==> config.mk <==
export PLATFORM = sky130hd
export DESIGN_NAME = btn_event
export DESIGN_NICKNAME = d
export VERILOG_FILES = /design/src/rtl/btn_event.sv
export SDC_FILE = /design/constraint.sdc
export NUM_CORES = 1
export LEC_CHECK = 0
export ABC_AREA = 1
export BUFFER_PORTS_ARGS = -buffer_cell sky130_fd_sc_hd__buf_2
export CORE_MARGIN = 3
export CORE_UTILIZATION = 57
export DETAILED_ROUTE_END_ITERATION = 6
export GPL_TIMING_DRIVEN = 1
export PLACE_DENSITY = 0.74
export SKIP_CTS_REPAIR_TIMING = 1
export SLEW_MARGIN = 20
export SYNTH_ARGS = -nofsm -noshare
export SYNTH_HDL_FRONTEND = slang
export SYNTH_SLANG_ARGS = --single-unit
==> constraint.sdc <==
create_clock -name clk_1khz -period 1.7 [get_ports clk_1khz]
set_clock_uncertainty 0.1 [all_clocks]
set_input_delay 0.085 -clock clk_1khz [delete_from_list [all_inputs] [get_ports clk_1khz]]
set_output_delay 0.085 -clock clk_1khz [all_outputs]
set_load 0.01 [all_outputs]
==> src/rtl/btn_event.sv <==
// btn_event: turns a debounced push-button level into one-cycle event pulses.
//
// Optional feature macro: BTN_REPEAT_EN. When it is defined, pulses are
// generated periodically while the button is held. When it is undefined,
// repeat_pulse is tied low and the hold counter stops in HELD.
//
// Parameters
//   LONG_MS   : hold cycles, counted from the press pulse, before long_press (>= 2)
//   REPEAT_MS : cycles between auto-repeat pulses while held (>= 1)
//   CNT_W     : hold counter width, 2**CNT_W > max(LONG_MS, REPEAT_MS)
//
// Ports
//   clk_1khz      in  sole clock, rising edge
//   rst_n         in  asynchronous active-low reset
//   btn_in        in  debounced button level, active high
//   press         out one-cycle pulse on an accepted rising edge of btn_in
//   short_release out one-cycle pulse on release before long_press fired
//   long_press    out one-cycle pulse after LONG_MS cycles of continuous hold
//   repeat_pulse  out auto-repeat pulse while held ("repeat" is a reserved word)
//   held          out level, high while the FSM is in HELD
//
// state   | meaning
// --------+-----------------------------------------------------------
// IDLE    | button released, or still held from before reset
// PRESSED | press accepted, counting towards long_press
// HELD    | long_press issued, button still down, optional auto-repeat

module btn_event #(
    parameter int LONG_MS   = 1000,
    parameter int REPEAT_MS = 200,
    parameter int CNT_W     = 11
) (
    input  logic clk_1khz,
    input  logic rst_n,
    input  logic btn_in,
    output logic press,
    output logic short_release,
    output logic long_press,
    output logic repeat_pulse,
    output logic held
);

    typedef enum logic [1:0] {
        IDLE    = 2'd0,
        PRESSED = 2'd1,
        HELD    = 2'd2
    } state_t;

    localparam logic [CNT_W-1:0] LONG_CNT = CNT_W'(LONG_MS);
    localparam logic [CNT_W-1:0] ONE_CNT  = CNT_W'(1);

    // Elaboration-time parameter sanity checks.
    generate
        if (LONG_MS < 2) begin : g_chk_long
            $error("btn_event: LONG_MS must be >= 2");
        end
        if (REPEAT_MS < 1) begin : g_chk_rep
            $error("btn_event: REPEAT_MS must be >= 1");
        end
        if ((64'd1 << CNT_W) <= 64'(LONG_MS)) begin : g_chk_w_long
            $error("btn_event: CNT_W too small for LONG_MS");
        end
`ifdef BTN_REPEAT_EN
        if ((64'd1 << CNT_W) <= 64'(REPEAT_MS)) begin : g_chk_w_rep
            $error("btn_event: CNT_W too small for REPEAT_MS");
        end
`endif
    endgenerate

    state_t           state, state_nx;
    logic [CNT_W-1:0] cnt, cnt_nx;
    logic             btn_prev;
    logic             press_nx, short_release_nx, long_press_nx, repeat_nx;

    always_ff @(posedge clk_1khz or negedge rst_n) begin
        if (!rst_n) begin
            state         <= IDLE;
            cnt           <= '0;
            // Starting at 1 means a button held through reset must be
            // released before it can generate a press.
            btn_prev      <= 1'b1;
            press         <= 1'b0;
            short_release <= 1'b0;
            long_press    <= 1'b0;
            repeat_pulse  <= 1'b0;
            held          <= 1'b0;
        end else begin
            state         <= state_nx;
            cnt           <= cnt_nx;
            btn_prev      <= btn_in;
            press         <= press_nx;
            short_release <= short_release_nx;
            long_press    <= long_press_nx;
            repeat_pulse  <= repeat_nx;
            held          <= (state_nx == HELD);
        end
    end

    always_comb begin
        state_nx         = state;
        cnt_nx           = cnt;
        press_nx         = 1'b0;
        short_release_nx = 1'b0;
        long_press_nx    = 1'b0;
        repeat_nx        = 1'b0;

        case (state)
            IDLE: begin
                if (btn_in && !btn_prev) begin
                    press_nx = 1'b1;
                    cnt_nx   = ONE_CNT;
                    state_nx = PRESSED;
                end
            end

            PRESSED: begin
                // Release wins over a same-edge count match.
                if (!btn_in) begin
                    short_release_nx = 1'b1;
                    state_nx         = IDLE;
                end else if (cnt == LONG_CNT) begin
                    long_press_nx = 1'b1;
                    cnt_nx        = ONE_CNT;
                    state_nx      = HELD;
                end else begin
                    cnt_nx = cnt + ONE_CNT;
                end
            end

            HELD: begin
                if (!btn_in) begin
                    state_nx = IDLE;
                end else begin
`ifdef BTN_REPEAT_EN
                    if (cnt == CNT_W'(REPEAT_MS)) begin
                        repeat_nx = 1'b1;
                        cnt_nx    = ONE_CNT;
                    end else begin
                        cnt_nx = cnt + ONE_CNT;
                    end
`else
                    cnt_nx = cnt;
`endif
                end
            end

            default: begin
                state_nx = IDLE;
                cnt_nx   = '0;
            end
        endcase
    end

endmodule

Yosys cells after proc, flatten, opt, wreduce, memory -nomap -nowiden
Index checks and enable logic that the tools add are counted.
{"block": "word_totals", "reg_bits": 18, "inputBits": 3, "output_inout_bits": 5, "word_cells": 35}
{"block": "op_classes", "n_addsub": 1, "n_eq_ne": 6, "mux": 16, "bitwise": 1, "reduce_logical": 4}
{"op": "$mux W11", "n": 3}
{"op": "$pmux W11 S3", "n": 1}
{"op": "$add A11 B1 Y11 const B", "n": 1}
{"op": "$eq A11 B10 Y1 const B", "n": 1}
{"op": "$mux W2", "n": 4}
{"op": "$mux W1", "n": 7}
{"op": "$pmux W2 S3", "n": 1}
{"op": "$eq A2 B2 Y1 const B", "n": 2}
{"op": "$ne A2 B2 Y1 const B", "n": 2}
{"op": "$reduce_and A3 Y1", "n": 1}
{"op": "$eq A2 B1 Y1 const B", "n": 1}
{"op": "$logic_not A2 Y1", "n": 1}
{"op": "$logic_and A1 B1 Y1", "n": 1}
{"op": "$logic_not A1 Y1", "n": 1}
{"op": "$not A1 Y1", "n": 1}

Depth between registers and ports, before layout
{"block": "logic_depth", "ltp_word": 5, "ltp_mapped": 9}

Worst setup path after synthesis
Ideal clock, no wire load.
{"block": "synth_timing", "path_type": "register to register", "from": "register cnt[0]", "to": "register cnt[4]", "setup_time_ns": 0.122, "arrival_ns": 1.168, "required_ns": 1.478, "setup_slack_ns": 0.310, "stages_incl_launch_ff": 10, "synth_period_minus_slack_ns": 1.390, "cell_sequence": "dfrtp_1 inv_1 ha_1 nand2_1 nor2_1 nand3_2 nand2_2 nand2_2 nand2_1 nor2_1"}
{"block": "synth_between", "elab_chain_len": 4}
{"item": "from (decl)", "line": "71", "text": "logic [CNT_W-1:0] cnt, cnt_nx;"}
{"item": "from (signal assigned)", "line": "89", "text": "cnt <= cnt_nx;"}
{"item": "$add A11 B1 Y11 or $eq A11 B10 Y1 (tied branches)", "line": "126, 121"}
{"item": "$mux W11 (*)", "line": "121", "text": "end else if (cnt == LONG_CNT) begin"}
{"item": "$mux W11 (*)", "line": "118", "text": "if (!btn_in) begin"}
{"item": "$pmux W11 S3 (*)", "line": "107", "text": "case (state)"}
Mark *: on every way between the ends. The rest lies on a longest branch, timed or not. The select of a mux whose other input is x is not followed.
A chain may end at the register's enable or synchronous reset.

Final worst setup path
{"block": "layout_timing", "from": "register cnt[0]", "to": "register cnt[9]"}
Same word-level chain as after synthesis.

==> impl_results.html <==
<table>
<tr><th>Metric</th><th>Value</th></tr>
<tr><th colspan="2">Setup path</th></tr>
<tr><td>Slowest cell on the critical path</td><td>sky130_fd_sc_hd__dfrtp_1</td></tr>
<tr><td>Worst Setup End Kind</td><td>register</td></tr>
<tr><td>Origin of the worst setup path</td><td>cnt[0]$_DFFE_PN0P_</td></tr>
<tr><td>Sort of element at the start of the critical path</td><td>register</td></tr>
<tr><td>Worst flop-to-flop path startpoint</td><td>cnt[0]$_DFFE_PN0P_</td></tr>
<tr><td>Termination of the worst setup path</td><td>cnt[9]$_DFFE_PN0P_</td></tr>
<tr><td>CP cell instances</td><td>inv_1, ha_1, nand2_1, nor2_1, nand3_2, nand2_2, nand2_2, clkinv_2, nor2_1</td></tr>
<tr><td>Reg-to-reg endpoint</td><td>cnt[9]$_DFFE_PN0P_</td></tr>
<tr><td>Reg2Reg Depth</td><td>9</td></tr>
<tr><td>Crit path max fanout</td><td>7</td></tr>
<tr><td>Largest stage delay on the critical path</td><td>approximately 0.41 ns</td></tr>
<tr><td>R2R Setup Slk</td><td>around 0.16 ns</td></tr>
<tr><td>CP Data Required Time</td><td>around 1.8 ns</td></tr>
<tr><td>Worst EP arrival</td><td>approximately 1.6 ns</td></tr>
<tr><td>Delay-heaviest family, CP</td><td>simple AND/OR/NAND/NOR gates</td></tr>
<tr><td>Number of buffers and inverters on the critical path</td><td>2</td></tr>
<tr><td>Instance count on the critical path</td><td>9</td></tr>
<tr><td>Kind of critical path</td><td>register to register</td></tr>
<tr><th colspan="2">Yosys</th></tr>
<tr><td>Area of the mapped netlist</td><td>approximately 980 µm²</td></tr>
<tr><td>Post-Synth Adder-Cell Area</td><td>under 10%</td></tr>
<tr><td>Async set-reset flop share out of synthesis</td><td>100%</td></tr>
<tr><td>Biggest area contributors in the synthesized netlist</td><td>sky130_fd_sc_hd__dfrtp_1, sky130_fd_sc_hd__nand2_1, sky130_fd_sc_hd__nor2_1, sky130_fd_sc_hd__inv_1, sky130_fd_sc_hd__nand2_2</td></tr>
<tr><td>Synth Area per Inst</td><td>around 7.9 µm²</td></tr>
<tr><td>Post-Syn Nets</td><td>130</td></tr>
<tr><td>Sequential element share of the synthesized area</td><td>between 40 and 50%</td></tr>
<tr><td>Cell taking the most area after synthesis</td><td>sky130_fd_sc_hd__dfrtp_1</td></tr>
<tr><td>Number of synthesized flops with an enable pin</td><td>0</td></tr>
<tr><td>Prevailing post-synth register cell</td><td>sky130_fd_sc_hd__dfrtp_1</td></tr>
<tr><td>Multiplexer fraction of the synthesized cell area</td><td>0%</td></tr>
<tr><td>Synth Area in XOR/XNOR</td><td>less than 1%</td></tr>
<tr><td>Dominant combinational cell family by area after synthesis</td><td>simple AND/OR/NAND/NOR gates</td></tr>
<tr><td>Flops &amp; latches, synth</td><td>18</td></tr>
<tr><td>Proportion of netlist area held by the largest area contributor</td><td>between 40% and 50%</td></tr>
<tr><td>Instance count of the mapped netlist</td><td>between 100 and 150</td></tr>
<tr><td>Number of warnings printed during yosys synthesis</td><td>0</td></tr>
<tr><td>Complex-gate fraction of the synthesized area</td><td>under 10%</td></tr>
<tr><td>Count of distinct cell types in the synthesized netlist</td><td>24</td></tr>
<tr><td>Synthesized-area fraction occupied by and/or/nand/nor cells</td><td>a little over a third</td></tr>
<tr><th colspan="2">Drt</th></tr>
<tr><td>DRT antenna net count</td><td>0</td></tr>
<tr><td>Via total after detailed routing</td><td>between 700 and 800</td></tr>
<tr><td>Starting DRT DRC Count</td><td>20</td></tr>
<tr><td>WL/cell</td><td>between 10 and 15 µm</td></tr>
<tr><td>Ratio of routed vias to standard cells</td><td>5.17</td></tr>
<tr><td>Number of iterations in the first detailed-routing pass</td><td>4</td></tr>
<tr><td>Total Wirelength</td><td>between 1500 and 2000 µm</td></tr>
<tr><td>Post-route DRC</td><td>0</td></tr>
<tr><th colspan="2">Floorplan</th></tr>
<tr><td>Core region area</td><td>between 1500 and 2000 µm²</td></tr>
<tr><td>Die Ht</td><td>47.5 µm</td></tr>
<tr><td>Row Count</td><td>14</td></tr>
<tr><td>Die outline area</td><td>between 2000 and 2500 µm²</td></tr>
<tr><td>Effective utilization at floorplan</td><td>63.1%</td></tr>
<tr><td>Number of top-level pins</td><td>8</td></tr>
<tr><td>Width of the die</td><td>about 48 µm</td></tr>
<tr><th colspan="2">Clocking</th></tr>
<tr><td>Buffer levels on the longest clock path</td><td>2</td></tr>
<tr><td>Number of H-tree levels</td><td>1</td></tr>
<tr><td>Clk pin slew, worst setup/hold paths</td><td>roughly 0.10 ns</td></tr>
<tr><td>Sinks on the clock net</td><td>18</td></tr>
<tr><td>TritonCTS Buffers</td><td>3</td></tr>
<tr><td>CTS tree</td><td>done</td></tr>
<tr><td>Clock root cell</td><td>sky130_fd_sc_hd__clkbuf_4</td></tr>
<tr><td>Clk_lat worst skew</td><td>approximately 0.29 ns</td></tr>
<tr><th colspan="2">Power and ir drop</th></tr>
<tr><td>Peak ir drop on the vdd network</td><td>0.000593 V</td></tr>
<tr><td>Total power per unit cell area</td><td>774 nW/µm²</td></tr>
<tr><td>Static leakage power</td><td>between 0.0005 and 0.0006 µW</td></tr>
<tr><th colspan="2">Placed design</th></tr>
<tr><td>DP Worst Slack</td><td>0.171 ns</td></tr>
<tr><td>Half-perimeter wire length after detailed placement</td><td>between 1000 and 1500 µm</td></tr>
<tr><td>Area after detailed placement</td><td>a little over 1000 µm²</td></tr>
<tr><td>Global placement routability congestion</td><td>around 0.81</td></tr>
<tr><td>Number of buffers inserted by port buffering</td><td>6</td></tr>
<tr><th colspan="2">Run status</th></tr>
<tr><td>Status</td><td>finished, final reports clean</td></tr>
<tr><th colspan="2">Layout</th></tr>
<tr><td>Area occupied by registers</td><td>452 µm²</td></tr>
<tr><td>Antenna Cells</td><td>0</td></tr>
<tr><td>Area overhead of the layout relative to synthesis</td><td>8.91%</td></tr>
<tr><td>Filler cell count in the final layout</td><td>~130</td></tr>
<tr><td>Fraction of layout cells with a size suffix above 1</td><td>between 20% and 30%</td></tr>
<tr><td>Final design instance area without fill</td><td>1070 µm²</td></tr>
<tr><td>Final #Nets</td><td>about 140</td></tr>
<tr><td>Area taken by multi-input logic gates</td><td>~450 µm²</td></tr>
<tr><th colspan="2">STA</th></tr>
<tr><td>Final setup TNS</td><td>0 ns</td></tr>
<tr><td>PnR worst setup slack</td><td>0.157 ns</td></tr>
<tr><td>Final Hold Fails</td><td>0</td></tr>
<tr><td>Setup repair after global routing missed its margin</td><td>false</td></tr>
<tr><td>Max Clock Freq</td><td>approximately 650 MHz</td></tr>
<tr><td>Final number of setup-violating endpoints</td><td>0</td></tr>
<tr><td>Min Tclk post-route</td><td>approximately 1.5 ns</td></tr>
<tr><td>Share of the clock period used by the worst path</td><td>about nine tenths</td></tr>
<tr><td>Pins Over Slew Limit</td><td>0</td></tr>
<tr><th colspan="2">Global route</th></tr>
<tr><td>Number of global-route vias before repair</td><td>roughly 670</td></tr>
<tr><td>Remaining Overflow, GRT</td><td>0</td></tr>
<tr><td>Wire length of the first global-routing pass</td><td>just under 3000 µm</td></tr>
<tr><td>Total global-route track usage</td><td>18.4%</td></tr>
<tr><td>Maximum number of pins on one net before global-route repair</td><td>19</td></tr>
<tr><td>Number of antenna violations at the first check in global routing</td><td>0</td></tr>
<tr><th colspan="2">Worst hold path</th></tr>
<tr><td>Hold/Removal Path Class</td><td>input port to asynchronous set/reset pin</td></tr>
<tr><th colspan="2">Job</th></tr>
<tr><td>Max-cap violation count</td><td>0</td></tr>
</table>
-- how the worst min path moves through the flow --
stage | startpoint | end | cells past startpoint
final | rst_n | cnt[4]$_DFFE_PN0P_ | 2
after global routing | rst_n | cnt[0]$_DFFE_PN0P_ | 2
after CTS | rst_n | cnt[4]$_DFFE_PN0P_ | 1
after detailed placement | rst_n | cnt[1]$_DFFE_PN0P_ | 1
after global placement | rst_n | long_press$_DFF_PN0_ | 1
after floorplan | rst_n | cnt[0]$_DFFE_PN0P_ | 0
-- where the power goes --
part	switching [µW]	total (µW)	leakage (µW)	internal [µW]
Combinational	73.1	107	0.000272	33.7
Sequential	17.6	465	0.000242	447
Clock	126	257	0.0000210	130
-- logic make-up after synthesis --
group / after synthesis
compound gates: 12
xor+xnor: 1
fa+ha+maj: 2
buf+inv: 18
flops: 18
other cells: 1
simple gates: 73
-- cell usage after synthesis, drive strengths merged, types with 2 or more instances --
cell / instances
buf: 2
nand4: 2
a21oi: 2
nand2: 35
nand3: 12
nor3: 2
ha: 2
dfrtp: 17
o21ai: 9
nor2: 22
inv: 15
-- cell type report --
class	instances	area share, %
Clock buffer	4	3.39
Sequential cell	18	42.2
Timing Repair Buffer	8	4.67
Inverter	16	5.72
Multi-Input combinational cell	89	42.2
Tap cell	16	1.87
-- cells in the final DEF (no fill, tap or decap) --
| cell | instances |
|---|---|
| sky130_fd_sc_hd__a21oi_1 | 2 |
| sky130_fd_sc_hd__buf_2 | 6 |
| sky130_fd_sc_hd__clkbuf_4 | 3 |
| sky130_fd_sc_hd__clkbuf_8 | 1 |
| sky130_fd_sc_hd__clkinv_2 | 1 |
| sky130_fd_sc_hd__conb_1 | 1 |
| sky130_fd_sc_hd__dfrtp_1 | 17 |
| sky130_fd_sc_hd__dfstp_2 | 1 |
| sky130_fd_sc_hd__dlygate4sd3_1 | 2 |
| sky130_fd_sc_hd__ha_1 | 2 |
| sky130_fd_sc_hd__inv_1 | 14 |
| sky130_fd_sc_hd__inv_2 | 1 |
| sky130_fd_sc_hd__nand2_1 | 27 |
| sky130_fd_sc_hd__nand2_2 | 8 |
| sky130_fd_sc_hd__nand3_1 | 10 |
| sky130_fd_sc_hd__nand3_2 | 2 |
| sky130_fd_sc_hd__nand4_1 | 2 |
| sky130_fd_sc_hd__nor2_1 | 18 |
| sky130_fd_sc_hd__nor2_2 | 2 |
| sky130_fd_sc_hd__nor2_4 | 2 |
| sky130_fd_sc_hd__nor3_1 | 1 |
| sky130_fd_sc_hd__nor3_2 | 1 |
| sky130_fd_sc_hd__o21ai_0 | 8 |
| sky130_fd_sc_hd__o21ai_1 | 1 |
| sky130_fd_sc_hd__o21bai_1 | 1 |
| sky130_fd_sc_hd__xor2_1 | 1 |
-- routing by layer --
layer  wire (µm)  track usage, %
met5           0               0
met4          32            6.45
met3          37            2.26
met2         794            27.0
met1         940            27.7
-- metrics by stage --
| step | std cells | util (%) | hold WS, ns | total power (µW) |
|---|---|---|---|---|
| 6_report | 151 | 68.7 | 0.157 | 829 |
| 5_1_grt | 151 | 68.7 | 0.188 | 871 |
| 4_1_cts | 149 | 67.4 | -0.390 | 832 |
| 3_5_place_dp | 145 | 65.1 | -0.0707 | 577 |
| 3_3_place_gp | 145 | 65.1 | -0.0741 | 575 |
| 2_1_floorplan | 125 | - | -0.311 | 549 |
-- flip-flops by register name (all words and copies together), names as in the netlist --
name / flops
state: 2
short_release: 1
held: 1
cnt: 11
press: 1
btn_prev: 1
long_press: 1
No activity file was read; power rests on OpenSTA's default activity.
